## src/rtl/processador_pkg.sv

```systemverilog
// Shared processor definitions: address width, wait-counter width, PC FSM states.
// Latency: n/a (types and constants only).
// Backpressure: n/a.
package processador_pkg;

    localparam int ADDR_W = 32;
    localparam int CNT_W  = 16;

    typedef enum logic [1:0] {
        EXECUTA        = 2'd0,
        ESPERA_ENTRADA = 2'd1,
        ESPERA_SAIDA   = 2'd2,
        PARADO         = 2'd3
    } estado_pc_t;

endpackage

```

## src/rtl/registrador_pc.sv

```systemverilog
// Program counter register with jump/branch load, input/output wait states and permanent halt.
// Latency: pc updates on the rising edge after the request; incrementa is combinational.
// Backpressure: waits hold pc until entrada_valida/saida_ack; halt holds it until reset.
module registrador_pc
    import processador_pkg::*;
#(
    parameter logic [ADDR_W-1:0] RESET_ADDR = 32'd0,
    parameter logic [CNT_W-1:0]  SAT_MAX    = 16'hFFFF
) (
    input  logic              clock,
    input  logic              reset,
    input  logic [ADDR_W-1:0] proximo_pc,
    input  logic              salto,
    input  logic              desvio,
    input  logic [ADDR_W-1:0] endereco_alvo,
    input  logic              halt,
    input  logic              req_entrada,
    input  logic              entrada_valida,
    input  logic [ADDR_W-1:0] dado_externo,
    input  logic              req_saida,
    input  logic              saida_ack,
    output logic [ADDR_W-1:0] pc,
    output logic              incrementa,
    output logic [ADDR_W-1:0] dado_entrada,
    output logic              esperando,
    output logic              parado,
    output logic [CNT_W-1:0]  ciclos_espera
);

    estado_pc_t estado;
    estado_pc_t prox_estado;
    logic       carrega_alvo;
    logic       captura;

    // State register; reset returns to EXECUTA from any state, including PARADO.
    always_ff @(posedge clock or posedge reset) begin
        if (reset) begin
            estado <= EXECUTA;
        end else begin
            estado <= prox_estado;
        end
    end

    // Next-state logic; in EXECUTA the higher-priority requests win, salto/desvio never change state.
    always_comb begin
        prox_estado = estado;
        case (estado)
            EXECUTA: begin
                if (halt)             prox_estado = PARADO;
                else if (req_entrada) prox_estado = ESPERA_ENTRADA;
                else if (req_saida)   prox_estado = ESPERA_SAIDA;
            end
            ESPERA_ENTRADA: if (entrada_valida) prox_estado = EXECUTA;
            ESPERA_SAIDA:   if (saida_ack)      prox_estado = EXECUTA;
            default:        prox_estado = PARADO;
        endcase
    end

    // Output decode; everything that moves the PC is suppressed while reset is asserted.
    always_comb begin
        incrementa   = 1'b0;
        carrega_alvo = 1'b0;
        captura      = 1'b0;
        case (estado)
            EXECUTA: begin
                if (!(halt || req_entrada || req_saida)) begin
                    if (salto || desvio) carrega_alvo = 1'b1;
                    else                 incrementa   = 1'b1;
                end
            end
            ESPERA_ENTRADA: begin
                incrementa = entrada_valida;
                captura    = entrada_valida;
            end
            ESPERA_SAIDA: incrementa = saida_ack;
            default: ;
        endcase
        if (reset) begin
            incrementa   = 1'b0;
            carrega_alvo = 1'b0;
            captura      = 1'b0;
        end
        esperando = (estado == ESPERA_ENTRADA) || (estado == ESPERA_SAIDA);
        parado    = (estado == PARADO);
    end

    // PC register: the external incrementer result wraps modulo 2^32 on its own.
    always_ff @(posedge clock or posedge reset) begin
        if (reset) begin
            pc <= RESET_ADDR;
        end else if (incrementa) begin
            pc <= proximo_pc;
        end else if (carrega_alvo) begin
            pc <= endereco_alvo;
        end
    end

    // Capture external data on the cycle the input wait completes.
    always_ff @(posedge clock or posedge reset) begin
        if (reset) begin
            dado_entrada <= '0;
        end else if (captura) begin
            dado_entrada <= dado_externo;
        end
    end

    // Saturating count of every cycle spent in a wait state; only reset clears it.
    always_ff @(posedge clock or posedge reset) begin
        if (reset) begin
            ciclos_espera <= '0;
        end else if (esperando && (ciclos_espera < SAT_MAX)) begin
            ciclos_espera <= ciclos_espera + {{(CNT_W-1){1'b0}}, 1'b1};
        end
    end

endmodule

```

## config.mk

```make
export PLATFORM = sky130hd
export DESIGN_NAME = registrador_pc
export DESIGN_NICKNAME = d
export VERILOG_FILES = /design/src/rtl/processador_pkg.sv /design/src/rtl/registrador_pc.sv
export SDC_FILE = /design/constraint.sdc
export NUM_CORES = 1
export LEC_CHECK = 0
export CAP_MARGIN = 20
export CORE_ASPECT_RATIO = 1.2
export CORE_UTILIZATION = 40
export CTS_CLUSTER_DIAMETER = 80
export DETAILED_ROUTE_END_ITERATION = 8
export MAX_ROUTING_LAYER = met4
export PLACE_DENSITY_LB_ADDON = 0.25
export RECOVER_POWER = 25
export SKIP_LAST_GASP = 1
export SLEW_MARGIN = 30
export SYNTH_ARGS = -nofsm -noshare
export SYNTH_HDL_FRONTEND = slang
export SYNTH_SLANG_ARGS = --single-unit
export TNS_END_PERCENT = 20
```

## constraint.sdc

```tcl
create_clock -name clock -period 3.8 [get_ports clock]
set_clock_uncertainty 0.15 [all_clocks]
set_input_delay 0.57 -clock clock [delete_from_list [all_inputs] [get_ports clock]]
set_output_delay 0.57 -clock clock [all_outputs]
set_load 0.05 [all_outputs]
```

==> flow_summary.toml <==
[yosys]
yosys-top-cells-area = "dfrtp_1 (52%), mux2_2 (20%), mux2_4 (11%)"
synth_top_area_frac = 0.519
ys_warn_count = 0
synth.distinct_cells = 33
syn_inst = 279
synth-edff-count = 0
avgSynthCellArea_sq_um = 14.2
yosysSeqAreaShare = 0.519
netlist_area_sq_mm = 0.00396
yosys_register_bits = 82
synth_top_area_cell = "dfrtp_1"
ys.flop_type = "dfrtp_1"
syn_nets = 389
synthArstFlopShare = 1.00

[clocking]
cts_tree = "built"
cts_setup_buffers = 0
clk_pin_slew_ns = 0.06
cts_hold_buf = 0
cts_made_buffers = 9
cts_root_buf = "clkbuf_16"
clkLatencyLatePin_ns = 0.33
cts_resized = 0
cts.path.max_buffers = 2
htreeDepth = 3
cts.sinks = 82

[global_route]
antenna_found_initial = 1
grt_use_total = 0.208
grt_pass1_wl_microns = 15900
grt_pass1_vias = 3130
overflow = 0
grt_max_degree = 83

[setup_path]
startpoint_type = "input port"
crit_path_cell_trace = "clkdlybuf4s50_1 > nor4b_4 > nand2_1 > a211o_2 > inv_1 > buf_12"
slowest_stage = "clkdlybuf4s50_1"
critical_path_class = "in2out"
rrSetupSlack_ns = 1.20
worstPathArrival_ns = 2.23
crit_fanout = 9
critPathLaunch = "req_entrada"
r2r-end = "pc[7]$_DFFE_PP0P_"
worstPathRequired_ns = 3.08
timing.critical_path.buf_inv = 3
rr_worst_depth = 7
cpLargestDelayFamily = "buffers and inverters"
endpoint_kind = "primary output"
timing.rr.start = "estado[0]$_DFFE_PP0P_"
cp_slowest_stage_delay_ns = 0.49
crit_cells = 6

[route]
drtIter0Drc = 97
wl_per_cell_microns = 17.0
final_antenna_net_count = 0
wirelength_microns = 10200
vias = 2937
routed_via_density = 4.91
drc = 0
drt_first_pass_iters = 4

[outcome]
status = "finished with violations"
violations = "max-capacitance violations, max-slew violations"

[placement]
pre_cts_slack_ns = 0.801
gp_congestion = 0.775
port_buffers = 187
dp_hpwl_microns = 7250

[die]
die_height_microns = 111
num_io_pins = 188
initial_utilization = 0.414
die-area_sq_mm = 0.0103
fp.coreArea_sq_mm = 0.00956
core.rowCount = 39
die_width_microns = 92.8

[final_layout]
final-seq-area_sq_mm = 0.00205
final_nets = 580
multi_input_area_sq_mm = 0.00176
finish.utilization = 0.656
drive_gt1_frac = 0.264
area_delta_synth_final_pct = 58.5
layout_common_cells = "clkdlybuf4s50_1 (185), dfrtp_1 (82), mux2_2 (71)"
final_common_cell = "clkdlybuf4s50_1"
n_fill_cell = 746

[timing]
report.final.slew_viol_count = 83
tns_ns = 0
max_slew_margin = -0.372
setup_viol = 0
hold_viol = 0
fmaxAchievable_ghz = 0.339
fin_ws_ns = 0.847
fin_hold_ws_ns = 0.353
tightest_slew_ns = 2.06
min_period_ns = 2.95
period_share = 0.777
rsz0062_at_grt = "no"

[power_and_ir_drop]
p_per_area_mw_per_mm2 = 327
ir_worst_vdd_mv = 0.231
cellLeakagePower_uw = 0.00292

[job]
cap_violations = 1

[hold_path]
hold_depth = 1
holdCritStartpoint = "dado_entrada[31]$_DFFE_PP0P_"
whs_endpoint = "dado_entrada[31]$_DFFE_PP0P_"
hold_path_class = "reg2reg"
## cell type report
class | instances | area share
Antenna cell | 1 | 0.000399
Clock buffer | 9 | 0.0359
Clock inverter | 6 | 0.0208
Inverter | 11 | 0.00678
Multi-Input combinational cell | 175 | 0.280
Sequential cell | 82 | 0.327
Tap cell | 123 | 0.0245
Timing Repair Buffer | 191 | 0.304
## report_power, final
part,total (uW),internal [uW],switching (uW)
Combinational,131,94.4,36.4
Clock,1040,702,342
Sequential,873,873,0
Total,2050,1670,378
## metrics by stage
step	cells	area [sq um]	total power [uW]
3_3_place_gp	582	5920	1020
2_1_floorplan	279	3960	905
5_1_grt	598	6270	2110
3_5_place_dp	582	5920	1020
6_report	598	6270	2050
4_1_cts	597	6270	2080
## worst register-to-register path: stages (launching register included)
cell	delay [ns]
dfrtp_1	0.40
inv_1	0.11
ha_1	0.23
nor4b_4	0.30
nor3b_4	0.23
buf_4	0.41
mux2_2	0.41
mux2_4	0.25
## synth_stat cells (4+ instances only)
cell type / count
nand2_1: 12
o21ai_0: 4
mux2_2: 71
xnor2_1: 9
mux2_4: 29
nor2_1: 5
dfrtp_1: 82
nand4_1: 9
buf_6: 4
inv_1: 11
ha_1: 5
nand3_1: 6
## worst max path at each step
stage / to / slack [ns]
floorplan: dado_entrada[0]$_DFFE_PP0P_ / 0.24
global placement: pc[14]$_DFFE_PP0P_ / 0.89
detailed placement: pc[1]$_DFFE_PP0P_ / 0.80
CTS: incrementa / 0.83
global route: pc[26]$_DFFE_PP0P_ / 0.44
finish: incrementa / 0.85
## cell families after synthesis
logic type	share of synthesized area
DFF	0.519
muxes	0.312
adders and majority gates	0.0158
and+or+nand+nor	0.0753
buffers and inverters	0.0379
xor gates and xnor gates	0.0244
AOI/OAI and AO/OA	0.0158
## layer usage
metal / wire [microns] / GRT usage / up-vias / share of wire
li1: - / - / 1382 / -
met1: 3890 / 0.217 / 1426 / 0.38
met4: 298 / 0.0903 / 0 / 0.029
met3: 515 / 0.0412 / 28 / 0.051
met5: 0 / - / - / 0
met2: 5500 / 0.375 / 101 / 0.54
## sequential cells by signal (all words and copies together) (netlist names)
register and flops:
pc 32, dado_entrada 32, ciclos_espera 16, estado 2
Note: power is estimated with default switching activity, not from simulation.
